<file path="src/rtl/alu16_reg.sv">
// alu16_reg: 16-bit execute-stage ALU with registered result and ZCFNL flags.
// The result and flags update one clock after the operands are presented.
// Flags that an operation does not touch keep their previous value.
module alu16_reg #(
  parameter int WIDTH = 16
) (
  input  logic             clk,
  input  logic             rst_n,
  input  logic [WIDTH-1:0] A,
  input  logic [WIDTH-1:0] B,
  input  logic [4:0]       Opcode,
  output logic [WIDTH-1:0] C,
  output logic [4:0]       Flags
);

  // Opcode encodings
  localparam logic [4:0] OP_ADDU = 5'd0;
  localparam logic [4:0] OP_ADD  = 5'd1;
  localparam logic [4:0] OP_ADDC = 5'd2;
  localparam logic [4:0] OP_SUB  = 5'd3;
  localparam logic [4:0] OP_CMP  = 5'd4;
  localparam logic [4:0] OP_CMPU = 5'd5;
  localparam logic [4:0] OP_AND  = 5'd6;
  localparam logic [4:0] OP_OR   = 5'd7;
  localparam logic [4:0] OP_XOR  = 5'd8;
  localparam logic [4:0] OP_NOT  = 5'd9;
  localparam logic [4:0] OP_LSH  = 5'd10;
  localparam logic [4:0] OP_ASH  = 5'd11;
  localparam logic [4:0] OP_MOV  = 5'd12;
  localparam logic [4:0] OP_LUI  = 5'd13;

  // Flag bit positions inside Flags
  localparam int FZ = 4;
  localparam int FC = 3;
  localparam int FF = 2;
  localparam int FN = 1;
  localparam int FL = 0;

  // Shift distances cover 0..WIDTH-1; one extra count bit carries the sign
  localparam int SH_BITS = $clog2(WIDTH);
  localparam int HALF    = WIDTH / 2;

  logic [WIDTH-1:0] r_c;
  logic [4:0]       r_flags;

  logic [WIDTH-1:0] w_c_next;
  logic [4:0]       w_flags_next;

  // Adder / subtractor share the 17-bit internal width
  logic             w_cin;
  logic [WIDTH:0]   w_sum;
  logic [WIDTH:0]   w_diff;
  logic             w_add_ovf;
  logic             w_sub_ovf;

  // Shifter
  logic [SH_BITS:0] w_cnt;
  logic             w_neg;
  logic [SH_BITS:0] w_mag;
  logic             w_fill;
  logic [WIDTH-1:0] w_lsh_stage [0:SH_BITS];
  logic [WIDTH-1:0] w_rsh_stage [0:SH_BITS];
  logic [WIDTH-1:0] w_shift_res;

  logic [WIDTH-1:0] w_logic_res;
  logic             w_is_logic;

  // Carry-in only comes from the stored C flag on ADDC
  assign w_cin  = (Opcode == OP_ADDC) ? r_flags[FC] : 1'b0;
  assign w_sum  = {1'b0, A} + {1'b0, B} + {{WIDTH{1'b0}}, w_cin};
  assign w_diff = {1'b0, A} - {1'b0, B};

  // Add overflows when both operands share a sign the result does not
  assign w_add_ovf = (A[WIDTH-1] == B[WIDTH-1]) && (w_sum[WIDTH-1] != A[WIDTH-1]);
  // Subtract overflows when operand signs differ and the result flips away from A
  assign w_sub_ovf = (A[WIDTH-1] != B[WIDTH-1]) && (w_diff[WIDTH-1] != A[WIDTH-1]);

  // Signed shift count: negative values mean a right shift by the magnitude
  assign w_cnt  = B[SH_BITS:0];
  assign w_neg  = w_cnt[SH_BITS];
  assign w_mag  = w_neg ? ({(SH_BITS+1){1'b0}} - w_cnt) : w_cnt;
  assign w_fill = (Opcode == OP_ASH) ? A[WIDTH-1] : 1'b0;

  assign w_lsh_stage[0] = A;
  assign w_rsh_stage[0] = A;

  // Logarithmic barrel shifters, one stage per count bit
  generate
    for (genvar gi = 0; gi < SH_BITS; gi++) begin : g_shift
      localparam int SH = 1 << gi;
      assign w_lsh_stage[gi+1] = w_mag[gi] ? {w_lsh_stage[gi][WIDTH-1-SH:0], {SH{1'b0}}}
                                           : w_lsh_stage[gi];
      assign w_rsh_stage[gi+1] = w_mag[gi] ? {{SH{w_fill}}, w_rsh_stage[gi][WIDTH-1:SH]}
                                           : w_rsh_stage[gi];
    end
  endgenerate

  // A magnitude of WIDTH or more empties the word in either direction
  assign w_shift_res = w_mag[SH_BITS] ? {WIDTH{1'b0}}
                     : (w_neg ? w_rsh_stage[SH_BITS] : w_lsh_stage[SH_BITS]);

  // Bitwise unit; also reports whether the opcode is one of its ops
  always_comb begin
    w_logic_res = {WIDTH{1'b0}};
    w_is_logic  = 1'b1;
    case (Opcode)
      OP_AND:         w_logic_res = A & B;
      OP_OR:          w_logic_res = A | B;
      OP_XOR:         w_logic_res = A ^ B;
      OP_NOT:         w_logic_res = ~A;
      OP_LSH, OP_ASH: w_logic_res = w_shift_res;
      default:        w_is_logic  = 1'b0;
    endcase
  end

  // Next result and flags; everything holds unless the opcode says otherwise
  always_comb begin
    w_c_next     = r_c;
    w_flags_next = r_flags;
    case (Opcode)
      OP_ADDU: begin
        w_c_next         = w_sum[WIDTH-1:0];
        w_flags_next[FZ] = (w_sum[WIDTH-1:0] == '0);
        w_flags_next[FC] = w_sum[WIDTH];
        w_flags_next[FF] = 1'b0;
        w_flags_next[FN] = w_sum[WIDTH-1];
      end
      OP_ADD, OP_ADDC: begin
        w_c_next         = w_sum[WIDTH-1:0];
        w_flags_next[FZ] = (w_sum[WIDTH-1:0] == '0);
        w_flags_next[FC] = w_sum[WIDTH];
        w_flags_next[FF] = w_add_ovf;
        w_flags_next[FN] = w_sum[WIDTH-1];
      end
      OP_SUB: begin
        w_c_next         = w_diff[WIDTH-1:0];
        w_flags_next[FZ] = (w_diff[WIDTH-1:0] == '0);
        w_flags_next[FC] = w_diff[WIDTH];
        w_flags_next[FF] = w_sub_ovf;
        w_flags_next[FN] = w_diff[WIDTH-1];
      end
      OP_CMP: begin
        w_flags_next[FZ] = (A == B);
        w_flags_next[FC] = 1'b0;
        w_flags_next[FF] = 1'b0;
        w_flags_next[FN] = ($signed(A) < $signed(B));
        w_flags_next[FL] = (A < B);
      end
      OP_CMPU: begin
        w_flags_next[FZ] = (A == B);
        w_flags_next[FC] = 1'b0;
        w_flags_next[FF] = 1'b0;
        w_flags_next[FN] = 1'b0;
        w_flags_next[FL] = (A < B);
      end
      OP_MOV: w_c_next = B;
      OP_LUI: w_c_next = {B[HALF-1:0], {HALF{1'b0}}};
      default: begin
        if (w_is_logic) begin
          w_c_next         = w_logic_res;
          w_flags_next[FZ] = (w_logic_res == '0);
          w_flags_next[FN] = w_logic_res[WIDTH-1];
        end
      end
    endcase
  end

  // Output registers; reset clears them without waiting for a clock
  always_ff @(posedge clk or negedge rst_n) begin
    if (!rst_n) begin
      r_c     <= {WIDTH{1'b0}};
      r_flags <= 5'b0;
    end else begin
      r_c     <= w_c_next;
      r_flags <= w_flags_next;
    end
  end

  assign C     = r_c;
  assign Flags = r_flags;

endmodule

</file>
<file path="config.mk">
export PLATFORM = sky130hd
export DESIGN_NAME = alu16_reg
export DESIGN_NICKNAME = d
export VERILOG_FILES = /design/src/rtl/alu16_reg.sv
export SDC_FILE = /design/constraint.sdc
export NUM_CORES = 1
export LEC_CHECK = 0
export BUFFER_PORTS_ARGS = -buffer_cell sky130_fd_sc_hd__buf_4
export CAP_MARGIN = 20
export CORE_MARGIN = 2
export CORE_UTILIZATION = 55
export DETAILED_ROUTE_END_ITERATION = 12
export HOLD_SLACK_MARGIN = 0.12
export PLACE_DENSITY = 0.82
export SLEW_MARGIN = 20
export SYNTH_ARGS = -nofsm -noshare
export SYNTH_HDL_FRONTEND = slang
export SYNTH_SLANG_ARGS = --single-unit
export TNS_END_PERCENT = 5
</file>
<file path="constraint.sdc">
create_clock -name clk -period 3.8 [get_ports clk]
set_input_delay 0.57 -clock clk [delete_from_list [all_inputs] [get_ports clk]]
set_output_delay 0.57 -clock clk [all_outputs]
set_load 0.005 [all_outputs]
</file>
After elaboration in Yosys (flattened, before gate mapping) --
Index checks and enable logic that the tools add are counted.
Operators by class: bitwise operators 6, reduce and logical (&&, ||, !) cells 19, add/subtract/negate cells 4, magnitude comparators 2, muxes and demuxes 22, equality and inequality tests 18
Operators with widths (count):
- 16-bit two-way mux | 11
- 16-bit case mux with 5 select lines | 2
- 16-bit logical NOT | 3
- 16-bit < comparator | 2
- 5-bit by 4-bit == test with 1-bit output (second input constant) | 6
- 5-bit by 3-bit == test with 1-bit output (second input constant) | 4
- 16-bit by 16-bit adder with 17-bit output | 1
- 17-bit by 1-bit adder with 17-bit output | 1
- 16-bit by 16-bit subtractor with 17-bit output | 1
- 16-bit bitwise AND | 1
- 16-bit == test | 1
- 16-bit inverter | 1
- 16-bit OR | 1
- 16-bit bitwise XOR | 1
- 5-bit by 2-bit == test with 1-bit output (second input constant) | 2
- 5-bit nonzero test | 2
- 2-bit case mux with 4 select lines | 1
- 4-bit nonzero test | 2
- 2-bit OR reduction | 4
- 2-bit AND reduction | 3
- 6-bit OR reduction | 1
- 5-bit by 1-bit == test with 1-bit output (second input constant) | 1
- 5-bit logical NOT | 1
- 1-bit two-way mux | 5
- 9 further kinds | 13
Storage, ports and cells: input bits 39, output and inout port bits 21, word-level logic and storage cells 76, register bits 21

Longest topological paths before layout --
depth after elaboration 12, depth in mapped cells 16

Worst setup path after synthesis --
Ideal clock, no wire load.
path kind in2reg, start input port Opcode[3], end register r_flags[4], in the netlist Flags[4], data arrival time 3.872 ns, path buffers 2, cell stages on the path 16, library setup time 0.077 ns, setup slack -0.149 ns, cells stage by stage buf_2 -> nor3_1 -> clkbuf_1 -> and3_1 -> fa_1 -> inv_1 -> fa_1 -> xnor2_1 -> a311o_1 -> a211oi_1 -> o2111ai_1 -> or3_1 -> a2111o_1 -> nor4_1 -> a41oi_1 -> a21oi_1
Between the ends: longest elaborated chain between the ends 12
RTL lines:
- start: declaration | RTL line 11 | input logic [4:0] Opcode,
- 5-bit by 4-bit == test with 1-bit output | RTL line 82, 106
- 1-bit two-way mux | RTL line 82 | assign w_fill = (Opcode == OP_ASH) ? A[WIDTH-1] : 1'b0;
- 16-bit two-way mux (4 in series) | RTL line 93 | assign w_rsh_stage[gi+1] = w_mag[gi] ? {{SH{w_fill}}, w_rsh_stage[gi][WIDTH-1:SH]}
- 16-bit two-way mux | RTL line 100 | : (w_neg ? w_rsh_stage[SH_BITS] : w_lsh_stage[SH_BITS]);
- 16-bit two-way mux | RTL line 99 | assign w_shift_res = w_mag[SH_BITS] ? {WIDTH{1'b0}}
- 16-bit case mux with 5 select lines | RTL line 106 | case (Opcode)
- 16-bit logical NOT | RTL line 161 | w_flags_next[FZ] = (w_logic_res == '0);
- 1-bit two-way mux | RTL line 159 | if (w_is_logic) begin
- 1-bit case mux with 4 select lines | RTL line 120 | case (Opcode)
- end signal: assignment | RTL line 175 | r_flags <= w_flags_next;
- end: declaration | RTL line 44 | logic [4:0] r_flags;
Several ways; a longest one is shown, not always the timed one. The select of a mux whose other input is x is not followed. A chain may end at the register's enable or synchronous reset.

Worst setup path in the final report --
start input port B[0], end register r_flags[4], in the netlist Flags[4]
Between the ends: longest elaborated chain between the ends 12
RTL lines:
- start: declaration | RTL line 10 | input logic [WIDTH-1:0] B,
- 1-bit by 5-bit subtractor with 5-bit output | RTL line 81 | assign w_mag = w_neg ? ({(SH_BITS+1){1'b0}} - w_cnt) : w_cnt;
- 5-bit two-way mux | RTL line 81
- 16-bit two-way mux (on tied branches) (4 in series) | RTL line 91, 93
- 16-bit two-way mux | RTL line 100
- 16-bit two-way mux | RTL line 99
- 16-bit case mux with 5 select lines | RTL line 106
- 16-bit logical NOT | RTL line 161
- 1-bit two-way mux | RTL line 159
- 1-bit case mux with 4 select lines (*) | RTL line 120
Mark *: on every way between the ends. The rest lies on a longest branch, timed or not. The select of a mux whose other input is x is not followed.

==> flow_metrics.py <==
metrics = {
    "worst_setup_path": {
        "cp-start-kind": "primary input",
        "cp_data_required_time_ns": 3.99,
        "r2r_setup_slack_ns": 0.41,
        "arrival_ns": 3.83,
        "crit_path_end_kind": "flip-flop",
        "crit_fanout": 2,
        "worstSetupPathType": "in -> reg",
    },
    "cts": {
        "clkTransAtPathRegs_ns": 0.09,
        "root_buffer": "clkbuf_8",
        "cts_tree": "built",
        "htreeDepth": 1,
        "numCtsBuffers": 3,
        "clkLatencyLatePin_ns": 0.26,
        "cts_buffer_depth": 2,
        "post_cts_buffers": 0,
        "cts_sinks": 21,
    },
    "finish": {
        "multi_input_area_mm2": 0.00473,
        "drive_gt1_share_pct": 21.1,
        "mostFrequentLayoutCell": "buf_4",
        "area_delta_synth_final_pct": 17.0,
        "stdcell_area_mm2": 0.00667,
        "postLayoutCoreUtil_pct": 65.5,
        "final_cell_mix": "127 x buf_4, 59 x nand2_1, 56 x nor2_1, 51 x a21oi_1, 50 x ha_1",
        "fin_nets": 923,
        "antenna_cells": 0,
        "num-fill-cells": 938,
        "register_area_um2": 526,
    },
    "placed_design": {
        "io_buffers": 59,
        "gp_congestion": 1.05,
        "placed_area_mm2": 0.00659,
        "dp_worst_setup_slack_ns": -0.0599,
        "hpwlAfterDp_mm": 19.7,
    },
    "global_routing": {
        "gr-usage-met2_pct": 64.7,
        "grt_pass1_wl_mm": 38.4,
        "grt_max_degree": 35,
        "gr-usage-met3_pct": 11.8,
        "track_usage_pct": 44.3,
        "grt_pass1_vias": 6576,
        "overflow": 0,
        "grt-busiest-layer": "met2",
        "antenna_found_initial": 0,
        "grt_util_met1_pct": 62.2,
    },
    "run_status": {
        "outcome": "completed",
    },
    "sta": {
        "period_share_pct": 95.8,
        "hold_slack_ns": 0.172,
        "max_freq_mhz": 275,
        "slew_headroom_pct": 46.0,
        "slew_viol_final": 0,
        "setup_slack_ns": 0.158,
        "period_needed_ns": 3.64,
        "worstMarginPinSlew_ns": 0.805,
        "finClkSkew_ns": 0.0124,
        "setup_viol": 0,
        "rsz0062_at_grt": "no",
        "finalHoldViolCount": 0,
        "fin_setup_tns_ns": 0,
    },
    "floorplan": {
        "num_io_pins": 60,
        "core_area_mm2": 0.0102,
        "die_y_um": 106,
        "rows": 37,
        "chipWidth_um": 106,
        "start_util_pct": 56.0,
        "dieArea_mm2": 0.0112,
    },
    "route": {
        "num_vias": 6880,
        "antenna_left": 0,
        "drc": 0,
        "first_pass_iters": 6,
        "avgRoutedWirePerCell_um": 25.8,
        "drt-vias-per-instance": 7.12,
        "wl_mm": 24.9,
        "drt_iter0_markers": 1008,
    },
    "synth": {
        "synth_nets": 848,
        "synth_edf_count": 0,
        "syn-cell-area_mm2": 0.00570,
        "synth.distinct_cells": 82,
        "ys_seq_area_share_pct": 9.22,
        "synth_flop_cell": "dfrtp_1",
        "async_flop_share_pct": 100,
        "ys_ff_latch": 21,
        "synthCells": 756,
        "yosysWarnings": 0,
        "avgSynthCellArea_um2": 7.54,
    },
    "flow_run": {
        "drv_cap": 0,
    },
    "pwr": {
        "clockPowerShare_pct": 9.5,
        "p_sw_mw": 0.747,
        "seq_power_share_pct": 19.4,
        "comb_power_share_pct": 71.1,
        "p_int_mw": 0.807,
        "power.share.switching_pct": 48.1,
        "p_leak_nw": 3.03,
        "powerDensity_mw_per_mm2": 233,
        "peakVddDrop_v": 0.000170,
    },
    "hold_path": {
        "min_path_type": "in -> async",
    },
}
[cell families (layout without fill, tap and decap cells)]
group	count (synthesis)	in the layout	share of synthesized area [%]
AO/OA/AOI/OAI	237	237	29.6
XOR/XNOR	35	35	5.84
adder cells (fa/ha/maj)	53	53	12.0
buffers and inverters	110	184	8.61
flip-flops	21	21	9.22
multiplexers	66	66	14.1
AND/OR/NAND/NOR	234	234	20.6
[path summary, 6_finish.rpt]
path                                      startpoint                   end  cells past startpoint
worst min-delay path                           rst_n     C[13]$_DFFE_PN0P_                      1
worst max-delay path                            B[0]  Flags[4]$_DFFE_PN0P_                     13
min in group clk                    C[3]$_DFFE_PN0P_      C[3]$_DFFE_PN0P_                      2
worst max register to register  Flags[3]$_DFFE_PN0N_  Flags[3]$_DFFE_PN0N_                     14
worst min register to register      C[3]$_DFFE_PN0P_      C[3]$_DFFE_PN0P_                      2
max in group asynchronous                      rst_n      C[1]$_DFFE_PN0P_                      1
[state kept, by name (all words and copies together) (netlist names)]
register  flops
Flags         5
C            16
[cells in the mapped netlist, types with 8 or more instances]
library cell / instances / area [µm²]
ha_1: 50 / 626
buf_2: 14 / 70.1
o31ai_1: 8 / 60.1
dfrtp_1: 21 / 526
mux2_2: 12 / 135
or3_1: 8 / 50.1
nand3_1: 11 / 55.1
o211ai_1: 15 / 113
xnor2_1: 28 / 245
a221oi_1: 13 / 114
mux2i_1: 43 / 430
nor2b_1: 8 / 50.1
nor4_1: 12 / 75.1
a211oi_1: 14 / 105
nand2_1: 59 / 221
o221ai_1: 8 / 70.1
a21o_1: 11 / 82.6
clkbuf_1: 35 / 131
nand2b_1: 14 / 87.6
o21ai_0: 39 / 195
inv_1: 48 / 180
nor3_1: 23 / 115
a21oi_1: 51 / 255
nor2_1: 56 / 210
nor3b_1: 8 / 60.1
[critical path, cell delays in order]
cell,delay [ns]
buf_4,0.10
inv_1,0.06
ha_1,0.32
mux2i_1,0.33
o211a_1,0.26
a211oi_1,0.10
buf_4,0.17
nor3_1,0.45
a31oi_1,0.09
a211oi_1,0.72
nand2_1,0.09
or4_1,0.44
a21oi_1,0.14
[through the flow]
stage          total power [mW]  cells
2_1_floorplan             0.926    756
3_3_place_gp               1.33    962
3_5_place_dp               1.35    962
4_1_cts                    1.50    966
5_1_grt                    1.62    966
6_report                   1.55    966
[layer usage]
layer / wire, µm / vias up
met3: 3690 / 110
met2: 10200 / 599
met4: 1300 / 0
met1: 9720 / 3197
met5: 0 / -
li1: - / 2974
[cell type report]
cell class	count	area share [%]
multi-input combinational	625	70.9
sequential	21	7.88
inverter	50	2.81
tap	136	2.55
timing repair buffer	130	15.2
clock inverter	1	0.0750
clock buffer	3	0.619
[power by group through the flow]
stage                     Sequential, mW  Clock (mW)  Combinational (mW)
after detailed placement           0.303           0                1.05
final                              0.301       0.148                1.10
after global placement             0.301           0                1.03
after CTS                          0.300       0.143                1.05
after global routing               0.305       0.155                1.16
after floorplan                    0.301           0               0.624
[timing repair]
action	4_1_cts	5_1_grt
endpoints found under the hold margin	0	0
gates resized for setup	0	4
hold buffers	0	0
setup endpoints to repair	0	1
Note: power is estimated with default switching activity, not from simulation.
